### config.mk
export PLATFORM = sky130hd
export DESIGN_NAME = seg_scan_display
export DESIGN_NICKNAME = d
export VERILOG_FILES = /design/src/rtl/seg_scan_display.sv
export SDC_FILE = /design/constraint.sdc
export NUM_CORES = 1
export LEC_CHECK = 0
export ABC_AREA = 0
export CORE_ASPECT_RATIO = 1.5
export CORE_MARGIN = 2
export CORE_UTILIZATION = 51
export CTS_CLUSTER_SIZE = 20
export DETAILED_ROUTE_END_ITERATION = 10
export PLACE_DENSITY_LB_ADDON = 0.15
export SLEW_MARGIN = 10
export SYNTH_ARGS = -nofsm -noshare
export SYNTH_HDL_FRONTEND = slang
export SYNTH_SLANG_ARGS = --single-unit
### constraint.sdc
create_clock -name clk -period 2.2 [get_ports clk]
set_input_delay 0.22 -clock clk [delete_from_list [all_inputs] [get_ports clk]]
set_output_delay 0.22 -clock clk [all_outputs]
set_load 0.01 [all_outputs]
### src/rtl/seg_scan_display.sv
`default_nettype none
// ============================================================================
// Module      : seg_scan_display
// Description : Multiplexed seven-segment scanner with a double-buffered
//               frame image, per-digit blink/blank masks and a frame pulse.
// Revision    : 1.0 - initial release
// ============================================================================
module seg_scan_display #(
    parameter int DIGITS  = 4,
    parameter int DIV_W   = 16,
    parameter int BLINK_W = 24
) (
    input  logic                  clk,
    input  logic                  rst,
    input  logic                  en,
    input  logic                  load,
    input  logic [5*DIGITS-1:0]   codes,
    input  logic [DIGITS-1:0]     blink_mask,
    input  logic [DIGITS-1:0]     blank_mask,
    output logic [DIGITS-1:0]     seg_selector,
    output logic [7:0]            segments,
    output logic                  frame_done
);

    localparam int                 c_idx_w      = $clog2(DIGITS);
    localparam logic [c_idx_w-1:0] c_last_idx   = c_idx_w'(DIGITS - 1);
    localparam logic [4:0]         c_blank_code = 5'h0F;

    logic [DIV_W-1:0]    r_presc,      w_presc_nxt;
    logic [c_idx_w-1:0]  r_index,      w_index_nxt;
    logic [BLINK_W-1:0]  r_blink,      w_blink_nxt;
    logic [5*DIGITS-1:0] r_pend_codes, w_pend_codes_nxt;
    logic [DIGITS-1:0]   r_pend_blink, w_pend_blink_nxt;
    logic [DIGITS-1:0]   r_pend_blank, w_pend_blank_nxt;
    logic                r_pend_valid, w_pend_valid_nxt;
    logic [5*DIGITS-1:0] r_act_codes,  w_act_codes_nxt;
    logic [DIGITS-1:0]   r_act_blink,  w_act_blink_nxt;
    logic [DIGITS-1:0]   r_act_blank,  w_act_blank_nxt;
    logic [DIGITS-1:0]   r_sel,        w_sel_nxt;
    logic [7:0]          r_seg,        w_seg_nxt;
    logic                r_frame_done, w_frame_done_nxt;

    logic                w_tick;
    logic                w_wrap;
    logic [4:0]          w_cur_code;
    logic                w_cur_blink;
    logic                w_cur_blank;
    logic [DIGITS-1:0]   w_cur_sel;
    logic                w_dark;

    function automatic logic [7:0] f_glyph(input logic [3:0] g);
        case (g)
            4'd0:    f_glyph = 8'h03;
            4'd1:    f_glyph = 8'h9F;
            4'd2:    f_glyph = 8'h25;
            4'd3:    f_glyph = 8'h0D;
            4'd4:    f_glyph = 8'h99;
            4'd5:    f_glyph = 8'h49;
            4'd6:    f_glyph = 8'h41;
            4'd7:    f_glyph = 8'h1F;
            4'd8:    f_glyph = 8'h01;
            4'd9:    f_glyph = 8'h09;
            4'd10:   f_glyph = 8'h11;
            4'd11:   f_glyph = 8'hC1;
            4'd12:   f_glyph = 8'h63;
            4'd13:   f_glyph = 8'h31;
            4'd14:   f_glyph = 8'hFD;
            default: f_glyph = 8'hFF;
        endcase
    endfunction

    always_comb begin
        w_tick      = en && (r_presc == '1);
        w_wrap      = w_tick && (r_index == c_last_idx);
        w_presc_nxt = en ? r_presc + DIV_W'(1) : r_presc;
        w_blink_nxt = en ? r_blink + BLINK_W'(1) : r_blink;
        w_index_nxt = r_index;
        if (w_tick) begin
            w_index_nxt = w_wrap ? '0 : r_index + c_idx_w'(1);
        end

        w_pend_codes_nxt = r_pend_codes;
        w_pend_blink_nxt = r_pend_blink;
        w_pend_blank_nxt = r_pend_blank;
        w_pend_valid_nxt = r_pend_valid;
        w_act_codes_nxt  = r_act_codes;
        w_act_blink_nxt  = r_act_blink;
        w_act_blank_nxt  = r_act_blank;
        // Promotion reads the registered pending image, so a load landing on
        // the wrap tick survives as the next frame's pending value.
        if (w_wrap && r_pend_valid) begin
            w_act_codes_nxt  = r_pend_codes;
            w_act_blink_nxt  = r_pend_blink;
            w_act_blank_nxt  = r_pend_blank;
            w_pend_valid_nxt = 1'b0;
        end
        if (load) begin
            w_pend_codes_nxt = codes;
            w_pend_blink_nxt = blink_mask;
            w_pend_blank_nxt = blank_mask;
            w_pend_valid_nxt = 1'b1;
        end
        w_frame_done_nxt = w_wrap;
    end

    always_comb begin
        w_cur_code  = c_blank_code;
        w_cur_blink = 1'b0;
        w_cur_blank = 1'b0;
        w_cur_sel   = '1;
        for (int i = 0; i < DIGITS; i++) begin
            if (r_index == c_idx_w'(i)) begin
                w_cur_code   = r_act_codes[5*i +: 5];
                w_cur_blink  = r_act_blink[i];
                w_cur_blank  = r_act_blank[i];
                w_cur_sel[i] = 1'b0;
            end
        end
        w_dark = w_cur_blank || (w_cur_blink && r_blink[BLINK_W-1]) ||
                 (w_cur_code[3:0] == 4'hF);

        w_sel_nxt = '1;
        w_seg_nxt = 8'hFF;
        if (en) begin
            w_sel_nxt = w_cur_sel;
            if (!w_dark) begin
                w_seg_nxt = f_glyph(w_cur_code[3:0]) & {7'h7F, ~w_cur_code[4]};
            end
        end
    end

    always_ff @(posedge clk) begin
        if (rst) begin
            r_presc      <= '0;
            r_index      <= '0;
            r_blink      <= '0;
            r_pend_codes <= {DIGITS{c_blank_code}};
            r_pend_blink <= '0;
            r_pend_blank <= '0;
            r_pend_valid <= 1'b0;
            r_act_codes  <= {DIGITS{c_blank_code}};
            r_act_blink  <= '0;
            r_act_blank  <= '0;
            r_sel        <= '1;
            r_seg        <= 8'hFF;
            r_frame_done <= 1'b0;
        end else begin
            r_presc      <= w_presc_nxt;
            r_index      <= w_index_nxt;
            r_blink      <= w_blink_nxt;
            r_pend_codes <= w_pend_codes_nxt;
            r_pend_blink <= w_pend_blink_nxt;
            r_pend_blank <= w_pend_blank_nxt;
            r_pend_valid <= w_pend_valid_nxt;
            r_act_codes  <= w_act_codes_nxt;
            r_act_blink  <= w_act_blink_nxt;
            r_act_blank  <= w_act_blank_nxt;
            r_sel        <= w_sel_nxt;
            r_seg        <= w_seg_nxt;
            r_frame_done <= w_frame_done_nxt;
        end
    end

    assign seg_selector = r_sel;
    assign segments     = r_seg;
    assign frame_done   = r_frame_done;

endmodule
`default_nettype wire

Word-level counts from Yosys, hierarchy flattened
Memory sizes are Yosys's and may differ from the RTL's.
Cells that the tools add are included.
{"block": "classes", "addsub": 3, "multipliers": 0, "n_div": 0, "n_lt_le_gt_ge": 0, "n_eq_ne": 5, "n_shift": 0, "mux": 21, "n_bitwise": 3, "n_reduce_logical": 10}
{"operator": "adder 24 x 1 -> 24 bit (second input constant)", "count": 1}
{"operator": "2-to-1 mux 5 bit", "count": 4}
{"operator": "adder 16 x 1 -> 16 bit (second input constant)", "count": 1}
{"operator": "equality test 16 bit (second input constant)", "count": 1}
{"operator": "2-to-1 mux 8 bit", "count": 2}
{"operator": "2-to-1 mux 1 bit", "count": 14}
{"operator": "AND 8 bit", "count": 1}
{"operator": "equality test 2 bit (second input constant)", "count": 2}
{"operator": "equality test 4 bit (second input constant)", "count": 1}
{"operator": "logical AND 1 bit", "count": 4}
{"operator": "OR reduction 3 bit", "count": 1}
{"operator": "adder 2 x 1 -> 2 bit (second input constant)", "count": 1}
{"operator": "equality test 2 x 1 -> 1 bit (second input constant)", "count": 1}
{"operator": "logical NOT 2 bit", "count": 1}
{"operator": "logical OR 1 bit", "count": 2}
{"operator": "2-to-1 mux 2 bit", "count": 1}
{"operator": "NOT 1 bit", "count": 2}
{"operator": "nonzero test 2 bit", "count": 1}
{"operator": "OR reduction 2 bit", "count": 1}
{"block": "word_totals", "regBits": 112, "latchBits": 0, "ramBits": 0, "rom_bits": 112, "in_bits": 32, "elab_cells": 56, "n_memories": 1}
{"memory": "(no name shown)", "words": 16, "width": 7, "rd": 1, "rd_ports_with_merged_regs": 0, "wr": 0, "line": "52", "text": "case (g)"}

Longest topological paths before layout
Gate-level depths: netlist of run 1.
{"block": "logic_depth", "word_depth": 11, "depth_mapped": 10}

Worst setup path after synthesis of run 1
No wires, ideal clock.
{"block": "synth_timing", "path_kind": "register to register", "startpoint": "reg r_index[0]", "endpoint": "reg r_seg[4] (netlist: segments[4])", "setup_time_ns": 0.060, "t_arrival_ns": 2.159, "t_required_ns": 2.140, "setup_slack_ns": -0.018, "path_stages_with_launch": 11, "path_buffers": 1, "period_less_slack_ns": 2.218, "path_cell_list": "dfxtp_1 > inv_1 > ha_1 > buf_2 > or2_4 > o221ai_2 > inv_1 > ha_1 > nand2b_1 > a32o_1 > nand2_1"}
{"block": "synth_via", "elab_chain_len": 9, "elab_cells_between_ends": 25, "cone_classes": "4 x eq/ne; 14 x mux; 1 x bitwise; 5 x reduce/logical; 1 x memory"}
{"element": "start: declaration", "line": "30", "text": "logic [c_idx_w-1:0] r_index, w_index_nxt;"}
{"element": "start signal: assignment", "line": "149", "text": "r_index <= w_index_nxt;"}
{"element": "logical NOT 2 bit", "line": "112", "text": "if (r_index == c_idx_w'(i)) begin"}
{"element": "2-to-1 mux 5 bit / 2-to-1 mux 1 bit (equally long branches) (4 in a row)", "line": "112"}
{"element": "memory (16 x 7 bit) / logical AND 1 bit (equally long branches)"}
{"element": "2-to-1 mux 8 bit / logical OR 1 bit (equally long branches)", "line": "126, 119"}
{"element": "2-to-1 mux 8 bit / logical OR 1 bit (equally long branches)", "line": "124, 119"}
{"element": "AND 8 bit / OR reduction 3 bit (equally long branches)"}
{"element": "end signal: assignment", "line": "159", "text": "r_seg <= w_seg_nxt;"}
{"element": "end: declaration", "line": "40", "text": "logic [7:0] r_seg, w_seg_nxt;"}
Parallel ways exist; a longest one is shown, timed or not. The select of a mux whose other input is x is not followed.
A chain may end at the register's enable or synchronous reset.

Worst setup path after layout of run 1
Ends and elaborated chain as after synthesis.

==> results of run 1 <==
==> critical path, delay by kind of cell (launching register included) <==
| kind | cells | cell delay (ns) |
|---|---|---|
| flops | 1 | 0.37 |
| fa+ha+maj | 2 | 0.49 |
| compound gates | 3 | 0.63 |
| buf+inv | 2 | 0.10 |
| simple gates | 3 | 0.48 |
==> worst min-delay path by stage <==
stage                       from               to  slack, ns  cells after the start
floorplan               codes[0]  r_pend_codes[0]       0.34                      1
global route                 rst  r_pend_blink[3]       0.29                      2
finish                       rst  r_act_codes[19]       0.27                      2
CTS                          rst  r_act_codes[19]       0.26                      2
global placement    r_pend_valid     r_pend_valid       0.46                      2
detailed placement  r_pend_valid     r_pend_valid       0.47                      2
==> cells in the mapped netlist, drive strengths merged (9+ instances only) <==
| cell type | number |
|---|---|
| dfxtp | 112 |
| nand4 | 12 |
| and3 | 9 |
| o21ai | 9 |
| a211o | 16 |
| nor3 | 20 |
| nor2b | 17 |
| inv | 9 |
| ha | 11 |
| nor2 | 90 |
| mux2i | 28 |
| a21oi | 28 |
| nand2 | 34 |
| xor2 | 26 |
| xnor2 | 9 |
| nand3 | 16 |
| clkbuf | 17 |
| buf | 12 |
==> stage by stage <==
stage	power (uW)	setup slack (ns)
finish	3910	0.0948
global route	4050	-0.00681
CTS	3960	0.00140
detailed placement	2340	-0.0133
global placement	2340	0.0836
floorplan	2250	0.0369
==> cells by family (layout without fill, tap and decap cells) <==
logic type / count (synthesis) / count (layout) / synth area share, %
AO/OA/AOI/OAI: 69 / 69 / 9.96
XOR/XNOR: 35 / 35 / 6.56
adder cells (fa/ha/maj): 11 / 11 / 2.95
buffers and inverters: 39 / 95 / 3.72
flip-flops: 112 / 112 / 48.0
multiplexers: 29 / 29 / 6.24
AND/OR/NAND/NOR: 214 / 214 / 22.6
==> layer usage <==
| layer | track usage [%] | share of wire, % |
|---|---|---|
| met1 | 21.8 | 44 |
| met2 | 32.5 | 52 |
| met3 | 3.57 | 2.2 |
| met5 | 0 | 0 |
| met4 | 7.19 | 1.5 |
==> flip-flops by register name (all words and copies together) (netlist names) <==
register,count
segments,8
r_presc,16
r_act_blink,4
r_pend_codes,20
frame_done,1
r_index,2
r_act_blank,4
seg_selector,4
r_pend_blink,4
r_pend_valid,1
r_blink,24
r_pend_blank,4
r_act_codes,20
==> what timing repair did <==
item / 4_1_cts / 5_1_grt
buffers inserted: 1 / 1
resized for setup: 0 / 11
pin swaps: 2 / 4
endpoints found under the setup margin: 1 / 5
==> layout make-up <==
| type | count | area [um2] |
|---|---|---|
| Sequential cell | 112 | 2250 |
| Inverter | 10 | 37.5 |
| Clock buffer | 13 | 260 |
| Timing Repair Buffer | 69 | 621 |
| Multi-Input combinational cell | 358 | 2290 |
| Tap cell | 110 | 138 |
| Clock inverter | 3 | 40.0 |
| Fill cell | 778 | 3240 |
==> power by group <==
part | total [uW] | internal [uW] | switching (uW) | leakage [uW]
clock network | 1610 | 942 | 673 | 0.000150
logic | 198 | 108 | 90.4 | 0.00120
registers | 2090 | 2070 | 25.6 | 0.000913
==> metrics.csv, run 1 <==
stage,metric,value,unit
timing,"Min Clock Period, post-route",2.11,ns
yosys,"area leader, netlist",dfxtp_1,
yosys,Synth Cell Area,4670,um2
critical_path,Setup CP Type,register to register,
critical_path,Worst R2R End,segments[4],
status,status,completed,
timing,Final Setup Violations,0,
grt,All-Layer GR Usage,18.6,%
clock_tree,CTS tree,yes,
yosys,Syn Nets,552,
clock_tree,clock slew at reported path FFs,0.07,ns
yosys,Yosys top cell area share,48.0,%
floorplan,die width,82.2,um
placed_design,placed cell areas,5290,um2
clock_tree,Root Driver,clkbuf_16,
critical_path,Crit path top cell by count,inv_1,
floorplan,core outline area,8880,um2
critical_path,Worst Path Max Fanout,5,
timing,Tcrit/Tclk final,95.7,%
placed_design,PortBufs,44,
placed_design,cell count after placement,657,
critical_path,Crit Reg-Reg Startpoint,r_index[0],
clock_tree,Skew-Pair Late Insertion Delay,0.34,ns
placed_design,routability congestion estimate,0.813,
layout,Post-Route Utilization,63.5,%
yosys,Mapped Cells,509,
clock_tree,CTS Buf Count,9,
layout,Final nets,603,
route,final wirelength,8720,um
route,DRC viols,0,
yosys,number of synthesized flops with an enable pin,0,
layout,diode count,0,
placed_design,DP HPWL,6200,um
layout,Layout area overhead,20.7,%
yosys,top area cells in the synthesized netlist,"dfxtp_1 (48%), nor2_1 (7.2%), mux2i_1 (6.0%), xor2_1 (4.9%), a211o_1 (3.0%)",
grt,first-pass GRT wire length,14600,um
floorplan,Std-Cell Rows,42,
power,pwr/cell area,693,nW/um2
critical_path,reg2reg path depth,10,
critical_path,"Critical Path, Cell by Cell","inv_1, ha_1, nand2b_4, o22ai_2, o221ai_4, ha_2, inv_1, or2_2, a32o_1, nand2_1",
timing,f_max,0.475,GHz
power,worst vdd ir,620,uV
floorplan,Die Ht,121,um
layout,"commonest cells after routing, fill and taps aside","dfxtp_1 (110), nor2_1 (90), clkdlybuf4s50_1 (42)",
timing,Hold Fails Final Rpt,0,
floorplan,initial core utilization,52.6,%
critical_path,CP startpoint kind,register,
timing,Hold Slack,0.271,ns
yosys,Synthesis Warnings,0,
grt,pin count of the biggest net entering global routing,37,
critical_path,crit-path max cell delay,0.37,ns
yosys,Seq cells post-synth,112,
route,per-cell routed wire length,12.9,um
critical_path,CP Data Arrival Time,2.39,ns
clock_tree,Max Root-Sink Buffers,2,
route,drt first pass iters,4,
critical_path,Worst EP required,2.48,ns
clock_tree,CTS sink cnt,112,
critical_path,CP endpoint kind,register,
timing,Least-Margin Pin Slew,0.541,ns
layout,"commonest non-fill, non-tap cell in the layout",dfxtp_1,
run,max cap viols,0,
route,Via density,5.24,
timing,Pins Over Slew Limit,0,
critical_path,CP max-delay cell,dfxtp_4,
layout,layout cell share with drive strength beyond 1,11.0,%
yosys,top_reg_cell synth,dfxtp_1,
clock_tree,H-tree depth,3,
yosys,post-synthesis async set-or-reset flop share,0,%
critical_path,worst setup path start,r_index[0],
floorplan,Ports,45,
floorplan,die area,9960,um2
yosys,sequential area share after synthesis,48.0,%
grt,vias in the first global route,3349,
yosys,"Distinct cells, synth",47,
layout,fin area,5640,um2
min_path,Worst Hold Class,primary input to register,
critical_path,flop2flop setup slack,0.09,ns
grt,grt total ovfl,0,
power,Leakage,0.00226,uW
clock_tree,cts hold-fix bufs,0,
yosys,syn avg cell area,9.18,um2
grt,antenna violations before repair,0,
route,initial DRC count,164,
timing,setup TNS,0,ns
layout,fin cells,675,
route,via count,3539,
timing,skew final,0.00439,ns
timing,Rel. slew slack,63.3,%
critical_path,Setup crit end,segments[4],
route,antenna-violating nets left,0,
No activity file was read; power rests on OpenSTA's default activity.
==> run 2, diff against run 1 <==
--- a/config.mk
+++ b/config.mk
@@ -11,6 +11,7 @@
 export CORE_UTILIZATION = 51
 export CTS_CLUSTER_SIZE = 20
 export DETAILED_ROUTE_END_ITERATION = 10
+export GPL_ROUTABILITY_DRIVEN = 0
 export PLACE_DENSITY_LB_ADDON = 0.15
 export SLEW_MARGIN = 10
 export SYNTH_ARGS = -nofsm -noshare
==> results of run 2 <==
No change in the layout: final DEF, timing and power equal those of run 1.
